**config.mk**
```make
export PLATFORM = sky130hd
export DESIGN_NAME = hazard_ctrl_flat
export DESIGN_NICKNAME = d
export VERILOG_FILES = /design/src/rtl/hazard_ctrl_if.sv /design/src/rtl/hazard_ctrl.sv /design/src/flat_wrapper.sv
export SDC_FILE = /design/constraint.sdc
export NUM_CORES = 1
export LEC_CHECK = 0
export CAP_MARGIN = 10
export CELL_PAD_IN_SITES_DETAIL_PLACEMENT = 1
export CELL_PAD_IN_SITES_GLOBAL_PLACEMENT = 1
export CORE_ASPECT_RATIO = 2
export CORE_MARGIN = 3
export CORE_UTILIZATION = 38
export DETAILED_ROUTE_END_ITERATION = 8
export PLACE_DENSITY_LB_ADDON = 0.3
export SLEW_MARGIN = 20
export SYNTH_ARGS = -nofsm -noshare
export SYNTH_HDL_FRONTEND = slang
export SYNTH_SLANG_ARGS = --single-unit
```
**constraint.sdc**
```tcl
create_clock -name clk -period 4.6 [get_ports clk]
set_input_delay 0.46 -clock clk [delete_from_list [all_inputs] [get_ports clk]]
set_output_delay 0.46 -clock clk [all_outputs]
set_load 0.03 [all_outputs]
```
**src/rtl/hazard_ctrl_if.sv**
```systemverilog
// Decode-stage interlock bundle between id_stage and hazard_ctrl.
// Master is the ID/EX/LSU side, slave is the controller.
interface hazard_ctrl_if;
  logic        id_valid;
  logic        id_rs1_r_ena;
  logic [4:0]  id_rs1_r_addr;
  logic        id_rs2_r_ena;
  logic [4:0]  id_rs2_r_addr;
  logic        id_rd_w_ena;
  logic [4:0]  id_rd_w_addr;
  logic        id_mem_to_reg;
  logic        id_fence;
  logic        ex_redirect;
  logic        ld_done;
  logic [4:0]  ld_done_addr;
  logic        mem_busy;
  logic        id_stall;
  logic        id_fire;
  logic        flush_if;
  logic        flush_id;
  logic [31:0] ld_pending;
  logic [3:0]  ld_outstanding;
  logic        fence_busy;

  modport master (
    output id_valid, id_rs1_r_ena, id_rs1_r_addr,
    output id_rs2_r_ena, id_rs2_r_addr,
    output id_rd_w_ena, id_rd_w_addr,
    output id_mem_to_reg, id_fence, ex_redirect,
    output ld_done, ld_done_addr, mem_busy,
    input  id_stall, id_fire, flush_if, flush_id,
    input  ld_pending, ld_outstanding, fence_busy
  );

  modport slave (
    input  id_valid, id_rs1_r_ena, id_rs1_r_addr,
    input  id_rs2_r_ena, id_rs2_r_addr,
    input  id_rd_w_ena, id_rd_w_addr,
    input  id_mem_to_reg, id_fence, ex_redirect,
    input  ld_done, ld_done_addr, mem_busy,
    output id_stall, id_fire, flush_if, flush_id,
    output ld_pending, ld_outstanding, fence_busy
  );
endinterface

```
**src/rtl/hazard_ctrl.sv**
```systemverilog
// Decode-stage interlock: load scoreboard, fence drain
// and branch redirect bubble sequencing.
module hazard_ctrl #(
  parameter int MAX_LOADS        = 4,
  parameter int REDIRECT_BUBBLES = 1
) (
  input logic         clk,
  input logic         rst,
  hazard_ctrl_if.slave hz
);

  typedef enum logic [1:0] {
    RUN,
    FENCE_WAIT,
    REDIRECT
  } state_t;

  localparam logic [3:0] MAXL = 4'(MAX_LOADS);
  localparam logic [2:0] NBUB = 3'(REDIRECT_BUBBLES);
  localparam state_t     RDST =
    (REDIRECT_BUBBLES > 0) ? REDIRECT : RUN;

  state_t      state, state_nx;
  logic [2:0]  bub, bub_nx;
  logic [31:0] pend, pend_nx;
  logic [3:0]  cnt, cnt_nx;

  logic raw, waw, full;
  logic stall, flush, fire;
  logic drained, done_ok, ld_inc;

  always_comb begin
    raw = (hz.id_rs1_r_ena
           & (hz.id_rs1_r_addr != 5'd0)
           & pend[hz.id_rs1_r_addr])
        | (hz.id_rs2_r_ena
           & (hz.id_rs2_r_addr != 5'd0)
           & pend[hz.id_rs2_r_addr]);
    waw = hz.id_rd_w_ena
        & (hz.id_rd_w_addr != 5'd0)
        & pend[hz.id_rd_w_addr];
    full = hz.id_mem_to_reg & (cnt == MAXL);
    drained = (cnt == 4'd0) & ~hz.mem_busy;
  end

  always_comb begin
    stall    = 1'b0;
    flush    = 1'b0;
    state_nx = state;
    bub_nx   = bub;
    unique case (state)
      FENCE_WAIT: begin
        if (hz.ex_redirect) begin
          flush    = 1'b1;
          state_nx = RDST;
          bub_nx   = NBUB;
        end else if (drained) begin
          state_nx = RUN;
        end else begin
          stall = 1'b1;
        end
      end
      REDIRECT: begin
        flush = 1'b1;
        if (hz.ex_redirect) begin
          bub_nx = NBUB;
        end else begin
          bub_nx = bub - 3'd1;
          if (bub == 3'd1) state_nx = RUN;
        end
      end
      default: begin
        if (hz.ex_redirect) begin
          flush    = 1'b1;
          state_nx = RDST;
          bub_nx   = NBUB;
        end else if (hz.id_valid & hz.id_fence
                     & ~drained) begin
          stall    = 1'b1;
          state_nx = FENCE_WAIT;
        end else begin
          stall = hz.id_valid & (raw | waw | full);
        end
      end
    endcase
  end

  assign fire = hz.id_valid & ~stall & ~flush;

  // A completion with nothing in flight is spurious and dropped.
  assign done_ok = hz.ld_done & (cnt != 4'd0);
  assign ld_inc  = fire & hz.id_mem_to_reg;

  always_comb begin
    pend_nx = pend;
    if (done_ok) pend_nx[hz.ld_done_addr] = 1'b0;
    if (ld_inc && hz.id_rd_w_addr != 5'd0)
      pend_nx[hz.id_rd_w_addr] = 1'b1;
    pend_nx[0] = 1'b0;
  end

  always_comb begin
    unique case ({ld_inc, done_ok})
      2'b10:   cnt_nx = cnt + 4'd1;
      2'b01:   cnt_nx = cnt - 4'd1;
      default: cnt_nx = cnt;
    endcase
  end

  always_ff @(posedge clk or negedge rst) begin
    if (!rst) begin
      state <= RUN;
      bub   <= 3'd0;
      pend  <= 32'd0;
      cnt   <= 4'd0;
    end else begin
      state <= state_nx;
      bub   <= bub_nx;
      pend  <= pend_nx;
      cnt   <= cnt_nx;
    end
  end

  assign hz.id_stall       = stall;
  assign hz.id_fire        = fire;
  assign hz.flush_if       = flush;
  assign hz.flush_id       = flush;
  assign hz.ld_pending     = pend;
  assign hz.ld_outstanding = cnt;
  assign hz.fence_busy     = (state == FENCE_WAIT);

endmodule

```
**src/flat_wrapper.sv**
```systemverilog
// flat-port wrapper written by rule: the top's interface ports become plain ports
module hazard_ctrl_flat 
#(
  parameter int MAX_LOADS        = 4,
  parameter int REDIRECT_BUBBLES = 1
)
  (clk, rst, hz_id_valid, hz_id_rs1_r_ena, hz_id_rs1_r_addr, hz_id_rs2_r_ena, hz_id_rs2_r_addr, hz_id_rd_w_ena, hz_id_rd_w_addr, hz_id_mem_to_reg, hz_id_fence, hz_ex_redirect, hz_ld_done, hz_ld_done_addr, hz_mem_busy, hz_id_stall, hz_id_fire, hz_flush_if, hz_flush_id, hz_ld_pending, hz_ld_outstanding, hz_fence_busy);
  hazard_ctrl_if hz_i ();
  input logic clk;
  input logic rst;
  input wire logic [$bits(hz_i.id_valid)-1:0] hz_id_valid;
  input wire logic [$bits(hz_i.id_rs1_r_ena)-1:0] hz_id_rs1_r_ena;
  input wire logic [$bits(hz_i.id_rs1_r_addr)-1:0] hz_id_rs1_r_addr;
  input wire logic [$bits(hz_i.id_rs2_r_ena)-1:0] hz_id_rs2_r_ena;
  input wire logic [$bits(hz_i.id_rs2_r_addr)-1:0] hz_id_rs2_r_addr;
  input wire logic [$bits(hz_i.id_rd_w_ena)-1:0] hz_id_rd_w_ena;
  input wire logic [$bits(hz_i.id_rd_w_addr)-1:0] hz_id_rd_w_addr;
  input wire logic [$bits(hz_i.id_mem_to_reg)-1:0] hz_id_mem_to_reg;
  input wire logic [$bits(hz_i.id_fence)-1:0] hz_id_fence;
  input wire logic [$bits(hz_i.ex_redirect)-1:0] hz_ex_redirect;
  input wire logic [$bits(hz_i.ld_done)-1:0] hz_ld_done;
  input wire logic [$bits(hz_i.ld_done_addr)-1:0] hz_ld_done_addr;
  input wire logic [$bits(hz_i.mem_busy)-1:0] hz_mem_busy;
  output wire logic [$bits(hz_i.id_stall)-1:0] hz_id_stall;
  output wire logic [$bits(hz_i.id_fire)-1:0] hz_id_fire;
  output wire logic [$bits(hz_i.flush_if)-1:0] hz_flush_if;
  output wire logic [$bits(hz_i.flush_id)-1:0] hz_flush_id;
  output wire logic [$bits(hz_i.ld_pending)-1:0] hz_ld_pending;
  output wire logic [$bits(hz_i.ld_outstanding)-1:0] hz_ld_outstanding;
  output wire logic [$bits(hz_i.fence_busy)-1:0] hz_fence_busy;
  assign hz_i.id_valid = hz_id_valid;
  assign hz_i.id_rs1_r_ena = hz_id_rs1_r_ena;
  assign hz_i.id_rs1_r_addr = hz_id_rs1_r_addr;
  assign hz_i.id_rs2_r_ena = hz_id_rs2_r_ena;
  assign hz_i.id_rs2_r_addr = hz_id_rs2_r_addr;
  assign hz_i.id_rd_w_ena = hz_id_rd_w_ena;
  assign hz_i.id_rd_w_addr = hz_id_rd_w_addr;
  assign hz_i.id_mem_to_reg = hz_id_mem_to_reg;
  assign hz_i.id_fence = hz_id_fence;
  assign hz_i.ex_redirect = hz_ex_redirect;
  assign hz_i.ld_done = hz_ld_done;
  assign hz_i.ld_done_addr = hz_ld_done_addr;
  assign hz_i.mem_busy = hz_mem_busy;
  assign hz_id_stall = hz_i.id_stall;
  assign hz_id_fire = hz_i.id_fire;
  assign hz_flush_if = hz_i.flush_if;
  assign hz_flush_id = hz_i.flush_id;
  assign hz_ld_pending = hz_i.ld_pending;
  assign hz_ld_outstanding = hz_i.ld_outstanding;
  assign hz_fence_busy = hz_i.fence_busy;
  hazard_ctrl #(.MAX_LOADS(MAX_LOADS), .REDIRECT_BUBBLES(REDIRECT_BUBBLES)) u_core (.clk(clk), .rst(rst), .hz(hz_i));
endmodule
```
==> results of run 1 <==
[placed cells by master, fill, tap and decap left out, types with 4 or more instances in the layout]
cell,netlist,routed
sky130_fd_sc_hd__a2111oi_0,4,4
sky130_fd_sc_hd__o22ai_1,4,4
sky130_fd_sc_hd__nand2b_1,8,8
sky130_fd_sc_hd__nor3_1,4,4
sky130_fd_sc_hd__mux4_2,11,11
sky130_fd_sc_hd__inv_1,18,18
sky130_fd_sc_hd__nor2_1,11,11
sky130_fd_sc_hd__or3_1,5,5
sky130_fd_sc_hd__mux2_2,5,5
sky130_fd_sc_hd__dfrtp_1,40,40
sky130_fd_sc_hd__clkdlybuf4s50_1,0,68
sky130_fd_sc_hd__nand3b_1,9,9
sky130_fd_sc_hd__nand2_1,18,18
sky130_fd_sc_hd__clkbuf_16,0,5
sky130_fd_sc_hd__o31ai_1,30,30
sky130_fd_sc_hd__or3b_2,4,4
sky130_fd_sc_hd__nor2b_1,4,4
sky130_fd_sc_hd__o21ai_0,40,40
sky130_fd_sc_hd__mux2i_1,17,17
sky130_fd_sc_hd__buf_4,2,9
sky130_fd_sc_hd__nand3_1,7,7
sky130_fd_sc_hd__ha_1,7,7
[worst max-delay path by stage]
stage | start | slack, ns | cells past startpoint | to
CTS | hz_id_rs2_r_addr[0] | 0.38 | 10 | hz_id_fire
floorplan | hz_id_rs1_r_addr[0] | 0.89 | 15 | u_core.hz.ld_outstanding[3]$_DFFE_PN0P_
finish | hz_id_rs2_r_addr[0] | 0.39 | 10 | hz_id_fire
global placement | hz_id_rs2_r_addr[0] | 0.35 | 15 | u_core.hz.ld_outstanding[3]$_DFFE_PN0P_
detailed placement | hz_id_rs2_r_addr[0] | 0.23 | 15 | u_core.hz.ld_outstanding[3]$_DFFE_PN0P_
global route | hz_id_rs2_r_addr[0] | 0.15 | 10 | hz_id_fire
[state kept, by name (all words and copies together), names as in the netlist]
name,flops
u_core.hz.ld_pending,31
u_core.state,2
u_core.bub,3
u_core.hz.ld_outstanding,4
[worst max-delay path: cells and delay by family]
kind / cells / cell delay [ns]
AOI/OAI and AO/OA: 4 / 1.12
muxes: 1 / 0.31
and+or+nand+nor: 1 / 0.14
buffers and inverters: 4 / 1.71
[logic make-up after synthesis]
family          Yosys count
flops                    40
mux                      34
fa+ha+maj                 8
simple gates             86
other cells               1
compound gates          105
xor+xnor                  6
buf+inv                  41
[where the power goes]
part | total [W] | leakage (nW) | switching (W) | internal, W
Sequential | 0.000556 | 0.531 | 0.000122 | 0.000434
Clock | 0.000400 | 0.0808 | 0.000144 | 0.000255
Combinational | 0.000812 | 0.967 | 0.000464 | 0.000348
[per-layer routing]
layer,wire length (µm),GRT usage (%),share of wire (%),vias to the layer above
met5,0,0,0,-
met3,408,2.814,3.7,34
met2,6130,46.91,55,110
li1,-,-,-,1352
met4,569,13.04,5.1,0
met1,3954,25.50,36,1532
[layout make-up]
cell class	count	area, µm²	share of cell area (%)
multi-input combinational	240	1856	46.87
sequential	40	1001	25.28
timing repair buffer	78	753.2	19.03
clock buffer	6	128.9	3.255
tap	94	117.6	2.971
inverter	18	67.56	1.707
clock inverter	2	35.03	0.8850
[metrics by stage]
step           power, W  hold WS, ns
2_1_floorplan  0.001045       0.1644
3_3_place_gp   0.001340       0.4848
3_5_place_dp   0.001366       0.4842
4_1_cts        0.001779       0.3381
5_1_grt        0.001873       0.3902
6_report       0.001767       0.3092
==> metrics.log, run 1 <==
[metrics] status: complete, no violations
[metrics] number of nets with antenna violations after detailed routing: 0
[metrics] utilization after layout: between 50 and 60%
[metrics] number of enable-type register cells in the synthesized netlist: 0
[metrics] leading register cell type out of synthesis: sky130_fd_sc_hd__dfrtp_1
[metrics] vias per cell: roughly 6.3
[metrics] initial antenna violation count: 0
[metrics] cells taking the most area after synthesis: sky130_fd_sc_hd__dfrtp_1, sky130_fd_sc_hd__mux4_2, sky130_fd_sc_hd__o31ai_1
[metrics] Buffers on Ports: 70
[metrics] post-synth net total: 360
[metrics] Post-CTS Setup Bufs: 0
[metrics] worst setup slack for register-to-register paths: 0.94 ns
[metrics] beginning of the worst register-to-register path: u_core.hz.ld_outstanding[1]$_DFFE_PN0P_
[metrics] number of hold violations in the final report: 0
[metrics] placeable core area: 0.007714 mm²
[metrics] total count of max-transition violations in the final report: 0
[metrics] worst min-delay path category: primary input to async pin
[metrics] number of clock sinks: 40
[metrics] Clk Tree Root Cell: sky130_fd_sc_hd__clkbuf_16
[metrics] final period utilization: 91.56%
[metrics] Cell Count, Final, Fillers Out: roughly 480
[metrics] layout filler cell count: 887
[metrics] die outline area: between 0.009 and 0.01 mm²
[metrics] cell accounting for the most synthesized area: sky130_fd_sc_hd__dfrtp_1
[metrics] via count of the first global-routing pass: 3332
[metrics] delay of the slowest cell on the worst path: 0.68 ns
[metrics] Rel. slew slack: 38.17%
[metrics] Post-Synth Simple-Gate Area: between 15 and 20%
[metrics] arrival time of the worst setup path: 3.75 ns
[metrics] WL/cell: 23.14 µm
[metrics] overall track demand over capacity in global routing: 24.62%
[metrics] max_cap viols: 0
[metrics] clock-pin slew of the registers on the worst-case setup and hold paths: roughly 0.060 ns
[metrics] 1st-iter DRT viols: 120
[metrics] Syn Area/Cell: 9.550 µm²
[metrics] final weighted congestion in routability-driven placement: 0.8686
[metrics] total placed cells including tap cells: 470
[metrics] mux share of post-synthesis cell area: 15.96%
[metrics] CTS H-tree depth: 2
[metrics] via count of the routed design: 3028
[metrics] final worst slack: 0.3880 ns
[metrics] R2R cell count: 13
[metrics] cell area power density: 446.3 mW/mm²
[metrics] Placed Area: around 0.0038 mm²
[metrics] pre-CTS setup slack: 0.2272 ns
[metrics] area of all placed cells without fillers: 0.003959 mm²
[metrics] xor and xnor area share after synthesis: under 10%
[metrics] startpoint types: primary input
[metrics] Die Height: 133.0 µm
[metrics] wire length of the first global-routing pass: ~18 mm
[metrics] detailed-placement wirelength estimate: 8.395 mm
[metrics] Final nets: around 420
[metrics] total length of routed wires: 11.06 mm
[metrics] achievable clock frequency: 237.4 MHz
[metrics] later-pin clock latency in the skew report: between 0.2 and 0.3 ns
[metrics] router iterations before antenna repair: 4
[metrics] Post-Syn Area: around 0.0031 mm²
[metrics] adder-cell area share of the yosys netlist: roughly 3.5%
[metrics] Rows: 45
[metrics] CP Data Required Time: 4.14 ns
[metrics] I/O pin cnt: 72
[metrics] crit path capture type: output port
[metrics] portion of the post-synthesis area used by sequential elements: approximately a third
[metrics] initial cell density of the core: between 30% and 40%
[metrics] transition time at the pin with the least slew margin: 0.9275 ns
[metrics] slowest cell on the critical path: sky130_fd_sc_hd__clkdlybuf4s50_1
[metrics] maximum number of pins on one net before global-route repair: 41
[metrics] share of the synthesized area in the top cell type: between 30 and 40%
[metrics] n_diodes: 0
[metrics] cts-stage hold buffer count: 0
[metrics] cell-by-cell listing of the critical path: clkdlybuf4s50_1, buf_4, mux2_4, a221oi_1, a2111oi_0, o311a_1, a311o_1, buf_4, nor2_1, clkdlybuf4s50_1
[metrics] layout cell share with drive strength beyond 1: 10.68%
[metrics] Netlist cell types: 55
[metrics] crit path max fanout: 33
[metrics] setup skew after layout: 0.005841 ns
[metrics] most used standard cells in the synthesized netlist: sky130_fd_sc_hd__dfrtp_1, sky130_fd_sc_hd__o21ai_0, sky130_fd_sc_hd__o31ai_1, sky130_fd_sc_hd__inv_1, sky130_fd_sc_hd__nand2_1
[metrics] unrepaired setup endpoints after global routing: no
[metrics] synthesized netlist cell count: 321
[metrics] largest family of logic cells by synthesized area: compound AO/OA/AOI/OAI gates
[metrics] final worst path period need: 4.212 ns
[metrics] number of gates resized after CTS: 0
[metrics] endpoint of the worst register-to-register path: u_core.hz.ld_outstanding[3]$_DFFE_PN0P_
[metrics] VDD IR-drop max: 0.0003828 V
[metrics] TritonCTS clock tree: done
[metrics] Total Negative Setup Slacks: 0 ns
[metrics] area growth from synthesis to layout: 29.14%
[metrics] total clock buffers created by CTS: 5
[metrics] critical path type: primary input to output port
[metrics] leakage dissipation: 1.579 nW
[metrics] die width: about 70 µm
[metrics] async set or reset register ratio after synthesis: 100.0%
[metrics] Final setup violation count: 0
[metrics] detailed-route DRC error count: 0
[metrics] Yosys reg bits: 40
[metrics] Yosys warning count: 0
[metrics] buffer levels on the longest clock path: 2
[metrics] remaining global-route overflow: 0
[metrics] share of the synthesized area in compound gates (AO/OA/AOI/OAI): between 20% and 30%
(Power assumes the default switching activity.)
==> inputs of run 2 (changes only) <==
--- a/config.mk
+++ b/config.mk
@@ -5,7 +5,7 @@
 export SDC_FILE = /design/constraint.sdc
 export NUM_CORES = 1
 export LEC_CHECK = 0
-export CAP_MARGIN = 10
+export CAP_MARGIN = 0
 export CELL_PAD_IN_SITES_DETAIL_PLACEMENT = 1
 export CELL_PAD_IN_SITES_GLOBAL_PLACEMENT = 1
 export CORE_ASPECT_RATIO = 2
==> constraint.sdc (replaced) <==
create_clock -name clk -period 4.6 [get_ports clk]
set_input_delay 0.46 -clock clk [delete_from_list [all_inputs] [get_ports clk]]
set_output_delay 0.46 -clock clk [all_outputs]
set_load 0.1 [all_outputs]
==> run 2 against run 1 <==
Final cell count did not move; hold slack barely moved; count of clock-buffer cells in the layout rose by 2; critical endpoint is now u_core.hz.ld_outstanding[3]$_DFFE_PN0P_; design area rose by 0.13%; core utilization rose by 0.065 points; worst setup slack improved by 0.16 ns; sequential power barely moved; highest routed layer unchanged; first-iteration DRC count rose by 5.0%; global-route usage fell by 0.50 points; critical path type is now primary input to flop; flip-flop and latch count did not move; clock power fell by 13%; die area did not move.
==> metrics.log, run 2 (synthesized netlist as in run 1, its figures left out) <==
[metrics] cell area power density: 537.3 mW/mm² (+20%)
[metrics] share of total power in combinational logic: 57.5% (+12 points)
[metrics] I/O pin cnt: 72 (unchanged)
[metrics] clock-pin slew of the registers on the worst-case setup and hold paths: 0.06 ns (about the same)
[metrics] Final setup violation count: 0 (unchanged)
[metrics] switching portion of total power: 52.90% (+12 points)
[metrics] Total Negative Setup Slacks: 0 ns (unchanged)
[metrics] total count of max-transition violations in the final report: 0 (unchanged)
[metrics] number of clock sinks: 40 (unchanged)
[metrics] placeable core area: 0.007714 mm² (unchanged)
[metrics] overall track demand over capacity in global routing: 24.12% (-0.50 points)
[metrics] via count of the first global-routing pass: 3269 (-1.9%)
[metrics] setup skew after layout: 0.003935 ns (-0.001907 ns)
[metrics] total placed cells including tap cells: 470 (unchanged)
[metrics] transition time at the pin with the least slew margin: 0.9933 ns (+0.06576 ns)
[metrics] 1st-iter DRT viols: 126 (+5.0%)
[metrics] CP Data Required Time: 4.77 ns (+0.63 ns)
[metrics] arrival time of the worst setup path: 4.22 ns (+0.47 ns)
[metrics] commonest cells after routing, fill and taps aside: sky130_fd_sc_hd__clkdlybuf4s50_1, sky130_fd_sc_hd__o21ai_0, sky130_fd_sc_hd__dfrtp_1
[metrics] number of hold violations in the final report: 0 (unchanged)
[metrics] Die Height: 133.0 µm (unchanged)
[metrics] total clock buffers created by CTS: 5 (unchanged)
[metrics] crit path max fanout: 10 (-70%)
[metrics] worst min-delay path category: primary input to async pin
[metrics] Rows: 45 (unchanged)
[metrics] total length of routed wires: 10.88 mm (-1.7%)
[metrics] detailed-route DRC error count: 0 (unchanged)
[metrics] final worst path period need: 4.049 ns (-0.1626 ns)
[metrics] wire length of the first global-routing pass: 17.55 mm (-1.7%)
[metrics] n_diodes: 0 (unchanged)
[metrics] remaining global-route overflow: 0 (unchanged)
[metrics] Clk Tree Root Cell: sky130_fd_sc_hd__clkbuf_16
[metrics] commonest non-fill, non-tap cell in the layout: sky130_fd_sc_hd__clkdlybuf4s50_1
[metrics] Final nets: 422 (unchanged)
[metrics] detailed-placement wirelength estimate: 8.425 mm (+0.36%)
[metrics] router iterations before antenna repair: 4 (unchanged)
[metrics] final period utilization: 88.03% (-3.5 points)
[metrics] maximum number of pins on one net before global-route repair: 41 (unchanged)
[metrics] leakage dissipation: 1.577 nW (-0.11%)
[metrics] via count of the routed design: 3007 (-0.69%)
[metrics] Post-CTS Setup Bufs: 0 (unchanged)
[metrics] Buffers on Ports: 70 (unchanged)
[metrics] Flop pwr share: 26.2% (-5.2 points)
[metrics] Rel. slew slack: 33.57% (-4.6 points)
[metrics] Internal Dissipation: 0.001003 W (-3.3%)
[metrics] area growth from synthesis to layout: 29.31%
[metrics] initial cell density of the core: 39.74% (unchanged)
[metrics] initial antenna violation count: 0 (unchanged)
[metrics] Cell Count, Final, Fillers Out: 478 (unchanged)
[metrics] CTS H-tree depth: 2 (unchanged)
[metrics] die width: 69.51 µm (unchanged)
[metrics] status: complete, no violations
[metrics] number of flip-flops under the largest register name: 31 (unchanged)
[metrics] net load switching power: 0.001127 W (+54%)
[metrics] max_cap viols: 0 (unchanged)
[metrics] TritonCTS clock tree: done
[metrics] cts-stage hold buffer count: 0 (unchanged)
[metrics] later-pin clock latency in the skew report: 0.28 ns (about the same)
[metrics] final weighted congestion in routability-driven placement: 0.8723 (+0.43%)
[metrics] share of total power in the clock network: 16.3% (-6.3 points)
[metrics] vias per cell: 6.291 (-0.69%)
[metrics] number of nets with antenna violations after detailed routing: 0 (unchanged)
[metrics] unrepaired setup endpoints after global routing: no
[metrics] achievable clock frequency: 247.0 MHz (+4.0%)
[metrics] WL/cell: 22.75 µm (-1.7%)
[metrics] buffer levels on the longest clock path: 2 (unchanged)
[metrics] startpoint types: primary input
[metrics] VDD IR-drop max: 0.0005561 V (+45%)
[metrics] critical path type: primary input to flop
[metrics] crit path capture type: flop
[metrics] die outline area: 0.009246 mm² (unchanged)
[metrics] number of gates resized after CTS: 0 (unchanged)
[metrics] layout cell share with drive strength beyond 1: 10.68% (unchanged)
[run 2: cell types whose count changed in the layout (fill, tap and decap cells not counted)]
cell | before | now
sky130_fd_sc_hd__clkinv_2 | 1 | 0
sky130_fd_sc_hd__clkdlybuf4s50_1 | 68 | 67
sky130_fd_sc_hd__bufinv_16 | 1 | 0
sky130_fd_sc_hd__buf_4 | 9 | 8
sky130_fd_sc_hd__buf_12 | 0 | 2
sky130_fd_sc_hd__clkbuf_1 | 1 | 2
sky130_fd_sc_hd__clkbuf_8 | 0 | 1
[run 2: per-layer routing]
metal / share of wire, % / up-vias / track usage (%)
met5: 0 / - / 0
met4: 4.1 / 0 / 12.72
met3: 3.9 / 32 / 3.042
met2: 56 / 119 / 46.22
met1: 36 / 1508 / 24.59
li1: - / 1348 / -
[run 2: area by class of cell]
cell class / instances / area (µm²)
Tap cell: 94 / 117.6
Timing Repair Buffer: 78 / 775.7
Clock buffer: 8 / 146.4
Sequential cell: 40 / 1001
Multi-Input combinational cell: 240 / 1856
Fill cell: 894 / 3750
Inverter: 18 / 67.56
[run 2: power groups by stage]
stage | clock [W] | sequential, W | combinational, W
floorplan | 0 | 0.000979 | 0.000473
finish | 0.000348 | 0.000558 | 0.00122
CTS | 0.000353 | 0.000557 | 0.00123
global route | 0.000367 | 0.000571 | 0.00130
detailed placement | 0 | 0.000562 | 0.00123
global placement | 0 | 0.000559 | 0.00120
[run 2: metrics by stage]
stage	setup slack, ns	util, %	total power, W	cell area (µm²)	hold slack, ns
final	0.5506	51.39	0.002130	3964	0.3095
after global routing	0.2830	51.39	0.002234	3964	0.3830
after CTS	0.5013	51.39	0.002141	3964	0.3442
after detailed placement	0.2286	49.49	0.001788	3817	0.4906
after global placement	0.3521	49.49	0.001762	3817	0.4839
after floorplan	0.3398	-	0.001452	3065	0.1644
[run 2: final timing paths]
kind / endpoint / cells after the start / slack (ns) / start
min in group clk: u_core.hz.ld_outstanding[3]$_DFFE_PN0P_ / 1 / 0.50 / u_core.hz.ld_outstanding[3]$_DFFE_PN0P_
hold reg to reg: u_core.hz.ld_outstanding[3]$_DFFE_PN0P_ / 1 / 0.50 / u_core.hz.ld_outstanding[3]$_DFFE_PN0P_
max in group asynchronous: u_core.hz.ld_pending[21]$_DFF_PN0_ / 1 / 3.71 / rst
setup / recovery: u_core.hz.ld_outstanding[3]$_DFFE_PN0P_ / 15 / 0.55 / hz_id_rs2_r_addr[0]
hold / removal: u_core.bub[1]$_DFFE_PN0P_ / 1 / 0.31 / rst
setup reg to reg: u_core.hz.ld_outstanding[3]$_DFFE_PN0P_ / 13 / 0.95 / u_core.hz.ld_outstanding[1]$_DFFE_PN0P_
[run 2: worst max-delay path, cell delays in order]
cell and delay [ns]:
sky130_fd_sc_hd__clkdlybuf4s50_1 0.53, sky130_fd_sc_hd__buf_4 0.22, sky130_fd_sc_hd__mux2_2 0.35, sky130_fd_sc_hd__o41ai_1 0.27, sky130_fd_sc_hd__a2111oi_0 0.12, sky130_fd_sc_hd__o311a_1 0.31, sky130_fd_sc_hd__a311o_1 0.36, sky130_fd_sc_hd__or3_1 0.38
sky130_fd_sc_hd__ha_1 0.23, sky130_fd_sc_hd__ha_1 0.28, sky130_fd_sc_hd__a21o_1 0.17, sky130_fd_sc_hd__a21oi_1 0.17, sky130_fd_sc_hd__xnor2_1 0.14, sky130_fd_sc_hd__nor2_1 0.06, sky130_fd_sc_hd__xor2_1 0.14
==> inputs of run 3 (changes only) <==
--- a/config.mk
+++ b/config.mk
@@ -17,3 +17,4 @@
 export SYNTH_ARGS = -nofsm -noshare
 export SYNTH_HDL_FRONTEND = slang
 export SYNTH_SLANG_ARGS = --single-unit
+export TNS_END_PERCENT = 5
==> results of run 3 <==
The final DEF is identical to that of run 2; final timing and power are the same.
